==> src/rtl/reg_scoreboard_if.sv <==
// reg_scoreboard_if: decode/writeback side of the register scoreboard.
//   master : decode stage (drives decoded fields, wb address, flush;
//            receives stall/issue and the tracking status)
//   slave  : reg_scoreboard
interface reg_scoreboard_if #(
  parameter int NREG          = 32,
  parameter int REGADDR_WIDTH = 5,
  parameter int MAX_INFLIGHT  = 4
);
  localparam int IW = $clog2(MAX_INFLIGHT + 1);

  logic                     id_valid;
  logic [REGADDR_WIDTH-1:0] id_rs;
  logic [REGADDR_WIDTH-1:0] id_rt;
  logic                     id_uses_rs;
  logic                     id_uses_rt;
  logic [REGADDR_WIDTH-1:0] id_dest;
  logic [REGADDR_WIDTH-1:0] wb_addr;
  logic                     flush;
  logic                     stall;
  logic                     issue;
  logic [NREG-1:0]          busy;
  logic [IW-1:0]            inflight;
  logic                     err_underflow;

  modport master (
    output id_valid, id_rs, id_rt, id_uses_rs, id_uses_rt, id_dest, wb_addr, flush,
    input  stall, issue, busy, inflight, err_underflow
  );

  modport slave (
    input  id_valid, id_rs, id_rt, id_uses_rs, id_uses_rt, id_dest, wb_addr, flush,
    output stall, issue, busy, inflight, err_underflow
  );
endinterface

==> src/rtl/reg_scoreboard.sv <==
// reg_scoreboard: register-file interlock for the in-order pipeline.
// Keeps a pending-write counter per architectural register (r0 untracked)
// plus a total in-flight count, stalls decode on operand hazards or when
// tracking capacity is exhausted, and releases on writeback retirement.
// Ports:
//   clk, rst : clock, async active-high reset
//   sb       : reg_scoreboard_if.slave (decode fields, wb address, flush in;
//              stall, issue, busy, inflight, err_underflow out)
module reg_scoreboard #(
  parameter int NREG          = 32,
  parameter int REGADDR_WIDTH = 5,
  parameter int CNT_WIDTH     = 2,
  parameter int MAX_INFLIGHT  = 4,
  parameter int WB_BYPASS     = 1
) (
  input  logic             clk,
  input  logic             rst,
  reg_scoreboard_if.slave  sb
);
  localparam int IW = $clog2(MAX_INFLIGHT + 1);
  localparam logic [CNT_WIDTH-1:0] CNT_MAX = '1;
  localparam logic [CNT_WIDTH-1:0] CNT_ONE = CNT_WIDTH'(1);

  logic [NREG-1:0][CNT_WIDTH-1:0] cnt_q, cnt_d;
  logic [IW-1:0]                  inflight_q, inflight_d;
  logic                           err_q;

  logic [CNT_WIDTH-1:0] rs_cnt, rt_cnt, dst_cnt, wb_cnt;
  logic wb_hit, rs_raw, rt_raw, cap_hz, stall, issue, inc, dec, underflow;

  assign rs_cnt  = cnt_q[sb.id_rs];
  assign rt_cnt  = cnt_q[sb.id_rt];
  assign dst_cnt = cnt_q[sb.id_dest];
  assign wb_cnt  = cnt_q[sb.wb_addr];

  // A real retirement this cycle (r0 and empty counters don't count).
  assign wb_hit    = (sb.wb_addr != '0) && (wb_cnt != '0);
  assign underflow = (sb.wb_addr != '0) && (wb_cnt == '0);

  // eff(r) != 0 reduces to: cnt != 0, unless the bypass eats the last pending write.
  assign rs_raw = sb.id_uses_rs && (sb.id_rs != '0) && (rs_cnt != '0) &&
                  !((WB_BYPASS != 0) && (sb.wb_addr == sb.id_rs) && (rs_cnt == CNT_ONE));
  assign rt_raw = sb.id_uses_rt && (sb.id_rt != '0) && (rt_cnt != '0) &&
                  !((WB_BYPASS != 0) && (sb.wb_addr == sb.id_rt) && (rt_cnt == CNT_ONE));

  // Counter saturation gets no writeback credit; the global limit does.
  assign cap_hz = ((sb.id_dest != '0) && (dst_cnt == CNT_MAX)) ||
                  ((inflight_q == IW'(MAX_INFLIGHT)) && !wb_hit);

  assign stall = sb.id_valid && (rs_raw || rt_raw || cap_hz);
  assign issue = sb.id_valid && !stall;
  assign inc   = issue && (sb.id_dest != '0);
  assign dec   = wb_hit;

  always_comb begin
    cnt_d = cnt_q;
    cnt_d[0] = '0;
    for (int r = 1; r < NREG; r++) begin
      if (inc && (sb.id_dest == REGADDR_WIDTH'(r)) &&
          !(dec && (sb.wb_addr == REGADDR_WIDTH'(r))))
        cnt_d[r] = cnt_q[r] + CNT_ONE;
      else if (dec && (sb.wb_addr == REGADDR_WIDTH'(r)) &&
               !(inc && (sb.id_dest == REGADDR_WIDTH'(r))))
        cnt_d[r] = cnt_q[r] - CNT_ONE;
    end
  end

  always_comb begin
    inflight_d = inflight_q;
    if (inc && !dec)      inflight_d = inflight_q + IW'(1);
    else if (dec && !inc) inflight_d = inflight_q - IW'(1);
  end

  always_ff @(posedge clk or posedge rst) begin
    if (rst) begin
      cnt_q      <= '0;
      inflight_q <= '0;
      err_q      <= 1'b0;
    end else if (sb.flush) begin
      // Flush drops all tracking but keeps the sticky error.
      cnt_q      <= '0;
      inflight_q <= '0;
    end else begin
      cnt_q      <= cnt_d;
      inflight_q <= inflight_d;
      if (underflow) err_q <= 1'b1;
    end
  end

  always_comb begin
    sb.busy = '0;
    for (int r = 1; r < NREG; r++) sb.busy[r] = (cnt_q[r] != '0);
  end

  assign sb.stall         = stall;
  assign sb.issue         = issue;
  assign sb.inflight      = inflight_q;
  assign sb.err_underflow = err_q;
endmodule

==> src/flat_wrapper.sv <==
// flat-port wrapper written by rule: the top's interface ports become plain ports
module reg_scoreboard_flat 
#(
  parameter int NREG          = 32,
  parameter int REGADDR_WIDTH = 5,
  parameter int CNT_WIDTH     = 2,
  parameter int MAX_INFLIGHT  = 4,
  parameter int WB_BYPASS     = 1
)
  (clk, rst, sb_id_valid, sb_id_rs, sb_id_rt, sb_id_uses_rs, sb_id_uses_rt, sb_id_dest, sb_wb_addr, sb_flush, sb_stall, sb_issue, sb_busy, sb_inflight, sb_err_underflow);
  reg_scoreboard_if #(.NREG(NREG), .REGADDR_WIDTH(REGADDR_WIDTH), .MAX_INFLIGHT(MAX_INFLIGHT)) sb_i ();
  input  logic clk;
  input  logic rst;
  input wire logic [$bits(sb_i.id_valid)-1:0] sb_id_valid;
  input wire logic [$bits(sb_i.id_rs)-1:0] sb_id_rs;
  input wire logic [$bits(sb_i.id_rt)-1:0] sb_id_rt;
  input wire logic [$bits(sb_i.id_uses_rs)-1:0] sb_id_uses_rs;
  input wire logic [$bits(sb_i.id_uses_rt)-1:0] sb_id_uses_rt;
  input wire logic [$bits(sb_i.id_dest)-1:0] sb_id_dest;
  input wire logic [$bits(sb_i.wb_addr)-1:0] sb_wb_addr;
  input wire logic [$bits(sb_i.flush)-1:0] sb_flush;
  output wire logic [$bits(sb_i.stall)-1:0] sb_stall;
  output wire logic [$bits(sb_i.issue)-1:0] sb_issue;
  output wire logic [$bits(sb_i.busy)-1:0] sb_busy;
  output wire logic [$bits(sb_i.inflight)-1:0] sb_inflight;
  output wire logic [$bits(sb_i.err_underflow)-1:0] sb_err_underflow;
  assign sb_i.id_valid = sb_id_valid;
  assign sb_i.id_rs = sb_id_rs;
  assign sb_i.id_rt = sb_id_rt;
  assign sb_i.id_uses_rs = sb_id_uses_rs;
  assign sb_i.id_uses_rt = sb_id_uses_rt;
  assign sb_i.id_dest = sb_id_dest;
  assign sb_i.wb_addr = sb_wb_addr;
  assign sb_i.flush = sb_flush;
  assign sb_stall = sb_i.stall;
  assign sb_issue = sb_i.issue;
  assign sb_busy = sb_i.busy;
  assign sb_inflight = sb_i.inflight;
  assign sb_err_underflow = sb_i.err_underflow;
  reg_scoreboard #(.NREG(NREG), .REGADDR_WIDTH(REGADDR_WIDTH), .CNT_WIDTH(CNT_WIDTH), .MAX_INFLIGHT(MAX_INFLIGHT), .WB_BYPASS(WB_BYPASS)) u_core (.clk(clk), .rst(rst), .sb(sb_i));
endmodule
==> config.mk <==
export PLATFORM = sky130hd
export DESIGN_NAME = reg_scoreboard_flat
export DESIGN_NICKNAME = d
export VERILOG_FILES = /design/src/rtl/reg_scoreboard_if.sv /design/src/rtl/reg_scoreboard.sv /design/src/flat_wrapper.sv
export SDC_FILE = /design/constraint.sdc
export NUM_CORES = 1
export LEC_CHECK = 0
export CORE_MARGIN = 3
export CORE_UTILIZATION = 50
export DETAILED_ROUTE_END_ITERATION = 6
export PLACE_DENSITY = 0.73
export SYNTH_ARGS = -nofsm -noshare
export SYNTH_HDL_FRONTEND = slang
export SYNTH_SLANG_ARGS = --single-unit
==> constraint.sdc <==
create_clock -name clk -period 5.35 [get_ports clk]
set_input_delay 1.07 -clock clk [delete_from_list [all_inputs] [get_ports clk]]
set_output_delay 1.07 -clock clk [all_outputs]
set_load 0.01 [all_outputs]
==> qor.yml, run 1 <==
fin_crit_ns: 5.047
cts_made_buffers: 9
synth_edf_count: 0
tightest_slew_ns: 0.7564
crit_slowest_cell: "clkdlybuf4s50_1"
setup_violations: 0
finalHoldViolations: 0
grt_pass1_wl_mm: 33.92
netlist_instances: 726
wl_met1_mm: 8.729
drc: 0
crit_type: "in -> out"
drt-total-wl_mm: 21.59
skew_ns: 0.007013
drt_iter0_drc: 886
post-dp-hpwl_mm: 15.85
ios: 64
slowest_delay_ns: 0.74
cts-resized-gates: 0
final_common_cell: "nor2_1"
cpLargestDelayFamily: "buffers and inverters"
cts_tree: "built"
fillers: 1080
hp-class: "reg -> reg"
max_slew_margin: 0.4957
ys_types: 72
drtAntennaViolNets: 0
ys_seq_area_frac: 0.2641
die_h_um: 117.8
critPathArrivalTime_ns: 3.98
slew_violations: 0
cts_root_buf: "clkbuf_16"
cpMostUsedCell: "clkdlybuf4s50_1"
final_net_count: 797
die_w_um: 117.8
fin_crit_sh: 0.9434
synth_fp_nets: 753
route.met3.wl_mm: 2.787
cts_num_sinks: 66
grt_use_total: 0.3092
routed.top_layer: "met4"
worstSetupEndpointType: "primary output"
status: "finished clean"
worstSetupStartpointType: "input port"
drv_cap: 0
grt_remaining_overflow: 0
die_area_um2: 13890
dr.pass1.iters: 5
powerDensity_nw_per_um2: 205.4
final_core_util: 0.6065
cts_post_setup_buffers_inserted: 0
synthArstFlopShare: 1.000
grt_start_max_net_pins: 70
leakagePower_nw: 2.857
areaGrowthSynthToFinish_pct: 17.44
crit_buf_inv: 2
met2WireLength_mm: 9.489
syn_area_um2: 6255
htreeDepth: 3
vias_per_cell: 6.551
clock_latency_ns: 0.34
ir_drop_mv: 0.1896
gp_congestion: 0.9969
fp.coreArea_um2: 12110
cts_hold_buf: 0
antenna_found_initial: 0
crit_required_ns: 4.28
final_layout_size_suffix_gt1_frac: 0.1484
synth.avg_cell_area_um2: 8.615
tns_ns: 0
final_cell_mix: "nor2_1, dfrtp_1, clkdlybuf4s50_1, xnor2_1, nand2_1"
first_global_vias: 5971
max_freq_mhz: 198.1
cp_max_fo: 12
num_rows: 40
clk_pin_slew_worst_paths_ns: 0.06
rsz0062_at_grt: "false"
num_vias: 6178
crit_chain: "clkdlybuf4s50_1, nor2_1, a221oi_1, o22ai_1, nand3_1, o22a_1, a31oi_1, clkdlybuf4s50_1"
ctsLongestPathBuffers: 2
yosys_warnings: 0
synth-seq-cells: 66
r2r_slack_ns: 1.76
synthFlopType: "dfrtp_1"
portBuffers: 62
start_util: 0.5164
diodes: 0
routedWlPerCell_um: 22.89
stage by stage:
| stage | total power [W] | setup slack [ns] | hold slack (ns) | area [um2] | cells |
|---|---|---|---|---|---|
| after floorplan | 0.0007696 | 0.9982 | 0.4932 | 6255 | 726 |
| final | 0.001509 | 0.3026 | 0.4752 | 7346 | 943 |
| after CTS | 0.001506 | 0.3607 | 0.4711 | 7346 | 943 |
| after global routing | 0.001567 | 0.1315 | 0.4893 | 7346 | 943 |
| after detailed placement | 0.0008961 | 0.3665 | 0.4479 | 7039 | 927 |
| after global placement | 0.0008890 | 0.4045 | 0.4471 | 7039 | 927 |
routing by layer:
metal	up-vias	track usage
li1	2743	-
met4	0	0.09524
met1	2964	0.4422
met5	-	0
met3	56	0.08217
met2	415	0.4596
where the power goes:
| group | switching, W | total, W | internal (W) |
|---|---|---|---|
| Clock | 0.000227 | 0.000612 | 0.000385 |
| Sequential | 0.0000218 | 0.000534 | 0.000512 |
| Combinational | 0.000219 | 0.000363 | 0.000144 |
cell families after synthesis:
kind of cell               synth area share
muxes                                0.1550
xor gates and xnor gates             0.1034
other                             0.0005995
AOI/OAI and AO/OA                    0.1518
DFF                                  0.2641
buffers and inverters               0.05921
adders and majority gates          0.003201
and+or+nand+nor                      0.2627
synthesized netlist by cell type (all sizes together), types with 17 or more instances:
| cell | number | area share |
|---|---|---|
| nor3 | 46 | 0.043 |
| nor2 | 72 | 0.043 |
| mux4 | 32 | 0.12 |
| xor2 | 23 | 0.032 |
| nor2b | 17 | 0.017 |
| mux2i | 17 | 0.027 |
| buf | 24 | 0.023 |
| xnor2 | 50 | 0.071 |
| or2 | 25 | 0.025 |
| o21ai | 32 | 0.026 |
| inv | 31 | 0.019 |
| dfrtp | 66 | 0.26 |
| a21oi | 25 | 0.020 |
| nand3 | 32 | 0.028 |
| nand2 | 45 | 0.027 |
| clkbuf | 30 | 0.018 |
layout make-up:
class,count,area (um2),area share
multi-input combinational,575,4233,0.5762
sequential,66,1652,0.2248
timing repair buffer,87,828.3,0.1128
clock buffer,12,256.5,0.03492
tap,168,210.2,0.02862
inverter,31,116.4,0.01584
clock inverter,4,50.05,0.006813
flip-flops by register name, summed over array words and instances (netlist names):
name	count
u_core.cnt_q	62
u_core.sb.err_underflow	1
u_core.sb.inflight	3
path summary, 6_finish.rpt:
kind                                               from                 endpoint  depth (start not counted)
worst max-delay path                      sb_wb_addr[0]                 sb_stall                          8
worst min-delay path            u_core.sb.err_underflow  u_core.sb.err_underflow                          1
worst max register to register         u_core.cnt_q[59]    u_core.sb.inflight[2]                         13
worst min register to register  u_core.sb.err_underflow  u_core.sb.err_underflow                          1
max in group asynchronous                           rst         u_core.cnt_q[48]                          3
min in group asynchronous                           rst         u_core.cnt_q[10]                          2
No activity file was read; power rests on OpenSTA's default activity.
==> run 2: changes to the inputs <==
--- a/config.mk
+++ b/config.mk
@@ -5,9 +5,10 @@
 export SDC_FILE = /design/constraint.sdc
 export NUM_CORES = 1
 export LEC_CHECK = 0
-export CORE_MARGIN = 3
+export CORE_MARGIN = 2
 export CORE_UTILIZATION = 50
 export DETAILED_ROUTE_END_ITERATION = 6
+export MAX_ROUTING_LAYER = met4
 export PLACE_DENSITY = 0.73
 export SYNTH_ARGS = -nofsm -noshare
 export SYNTH_HDL_FRONTEND = slang
==> constraint.sdc (replaced) <==
create_clock -name clk -period 4.8 [get_ports clk]
set_input_delay 0.96 -clock clk [delete_from_list [all_inputs] [get_ports clk]]
set_output_delay 0.96 -clock clk [all_outputs]
set_load 0.01 [all_outputs]
==> run 2 against run 1 <==
  * Combinational power rose by 21%
  * Routed wire length rose by 7.7%
  * Clock skew rose by 0.00084 ns
  * Total power rose by 11%
  * Register-to-register slack got worse by 0.57 ns
  * Count of clock-buffer cells in the layout fell by 2
  * Largest cell class unchanged
  * Highest routed layer unchanged
==> qor.yml, run 2 (same netlist as run 1, synthesis figures left out) <==
p_clk_frac: 0.381  # -0.025
tightest_slew_ns: 0.7803  # +0.02393 ns
post-dp-hpwl_mm: 17.63  # +11%
max_slew_margin: 0.4798  # -0.01595
fillers: 1073  # -0.65%
whs_endpoint: "u_core.sb.err_underflow"
clock_latency_ns: 0.34  # about the same
regMostFlops: "u_core.cnt_q"
drc: 0  # unchanged
r2r_slack_ns: 1.19  # -0.57 ns
routedWlPerCell_um: 23.87  # +4.3%
cp_max_fo: 11  # -1
cts_made_buffers: 9  # unchanged
cts_tree: "built"
final_cell_mix: "nor2_1, dfrtp_1, clkdlybuf4s50_1, buf_4, xnor2_1"
ir_drop_mv: 0.2241  # +18%
start_util: 0.5164  # unchanged
switching_share: 0.3298  # +0.01998
drtAntennaViolNets: 0  # unchanged
rsz0062_at_grt: "false"
final_layout_size_suffix_gt1_frac: 0.1873  # +0.03896
skew_ns: 0.007849  # +0.0008354 ns
setup_violations: 0  # unchanged
largest_register_ffs: 62  # unchanged
die_h_um: 115.8  # -1.7%
antenna_found_initial: 0  # unchanged
num_rows: 40  # unchanged
vias_per_cell: 6.578  # +0.41%
die_w_um: 115.8  # -1.7%
final_common_cell: "nor2_1"
cts_hold_buf: 0  # unchanged
grt_remaining_overflow: 0  # unchanged
cts_num_sinks: 66  # unchanged
portBuffers: 62  # unchanged
cts_root_buf: "clkbuf_16"
final_net_count: 828  # +3.9%
worstSetupEndpointType: "flop"
r2r_end: "u_core.sb.inflight[2]"
reg2reg_from: "u_core.cnt_q[31]"
diodes: 0  # unchanged
power_frac_comb: 0.263  # +0.023
clk_pin_slew_worst_paths_ns: 0.06  # about the same
grt_pass1_wl_mm: 35.82  # +5.6%
slew_violations: 0  # unchanged
crit_required_ns: 5.03  # +0.75 ns
status: "finished clean"
grt_use_total: 0.3695  # +0.06031
htreeDepth: 3  # unchanged
grt_start_max_net_pins: 70  # unchanged
areaGrowthSynthToFinish_pct: 21.64
gp_congestion: 0.9921  # -0.48%
finalHoldViolations: 0  # unchanged
max_freq_mhz: 225.9
dr.pass1.iters: 5  # unchanged
crit_type: "in -> reg"
min_from: "u_core.sb.err_underflow"
hp-class: "reg -> reg"
drv_cap: 0  # unchanged
fin_crit_ns: 4.427
die_area_um2: 13420  # -3.4%
first_global_vias: 6368  # +6.6%
p_int_w: 0.001120  # +7.5%
reg2reg_depth: 13  # unchanged
hold-path-cell-count: 1  # unchanged
num_vias: 6407  # +3.7%
tns_ns: 0  # unchanged
powerDensity_nw_per_um2: 219.6  # +6.9%
fp.coreArea_um2: 12110  # unchanged
fin_crit_sh: 0.9223
drt_iter0_drc: 656  # -26%
seqPwrFrac: 0.356  # +0.002
drt-total-wl_mm: 23.25  # +7.7%
ctsLongestPathBuffers: 2  # unchanged
ios: 64  # unchanged
whs_ns: 0.4594  # -0.01578 ns
switchingPower_w: 0.0005509  # +18%
worstSetupStartpointType: "input port"
critPathArrivalTime_ns: 4.66  # +0.68 ns
leakagePower_nw: 3.038  # +6.4%
run 2: cell type report:
cell class | count | area (um2) | area share
multi-input cells | 575 | 4250 | 0.5586
repair buffers | 118 | 1099 | 0.1444
well taps | 168 | 210.2 | 0.02763
clock buffers | 10 | 239.0 | 0.03141
inverters | 31 | 116.4 | 0.01529
flip-flops and latches | 66 | 1652 | 0.2171
clock inverters | 6 | 42.54 | 0.005591
run 2: metal layers:
layer	wire length, um	track usage	vias to the layer above
li1	-	-	2797
met1	9715	0.4948	3152
met2	10130	0.5283	383
met3	2404	0.09414	75
met4	1007	0.1651	0
met5	0	-	-
run 2: repair_timing:
item / 4_1_cts / 5_1_grt
buffers inserted: 0 / 4
gates resized for setup: 0 / 8
endpoints found under the setup margin: 0 / 2
run 2: how the worst max path moves through the flow:
stage                       start               endpoint  cells after the start
floorplan             sb_id_rt[2]  u_core.sb.inflight[2]                     15
CTS                 sb_id_dest[0]               sb_issue                     11
finish                sb_id_rt[0]  u_core.sb.inflight[2]                     15
global route          sb_id_rt[0]  u_core.sb.inflight[2]                     15
global placement    sb_wb_addr[1]               sb_stall                      8
detailed placement  sb_id_dest[0]  u_core.sb.inflight[2]                     17
run 2: metrics by stage:
stage	std cells	power [W]	util	cell area (um2)	setup WS, ns
2_1_floorplan	726	0.0008578	-	6255	0.6467
3_3_place_gp	954	0.001023	0.6000	7267	0.06893
3_5_place_dp	954	0.001030	0.6000	7267	0.01749
4_1_cts	970	0.001657	0.6232	7548	0.01045
5_1_grt	974	0.001730	0.6282	7609	0.2099
6_report	974	0.001671	0.6282	7609	0.3732
run 2: power groups by stage:
stage,registers (W),logic [W],clock network (W)
after global placement,0.000603,0.000420,0
after floorplan,0.000598,0.000260,0
after CTS,0.000594,0.000429,0.000634
after detailed placement,0.000603,0.000427,0
final,0.000595,0.000440,0.000636
after global routing,0.000596,0.000473,0.000661
run 2: worst max-delay path: stages:
cell and delay (ns):
clkdlybuf4s50_1 0.55, buf_12 0.17, mux4_2 0.50, o2111ai_1 0.25
a211oi_2 0.13, nor4_4 0.38, nand3_4 0.11, buf_4 0.19
or3_1 0.42, nor2b_1 0.16, fa_1 0.18, inv_1 0.05
and2_1 0.13, mux2i_1 0.14, mux2_1 0.33
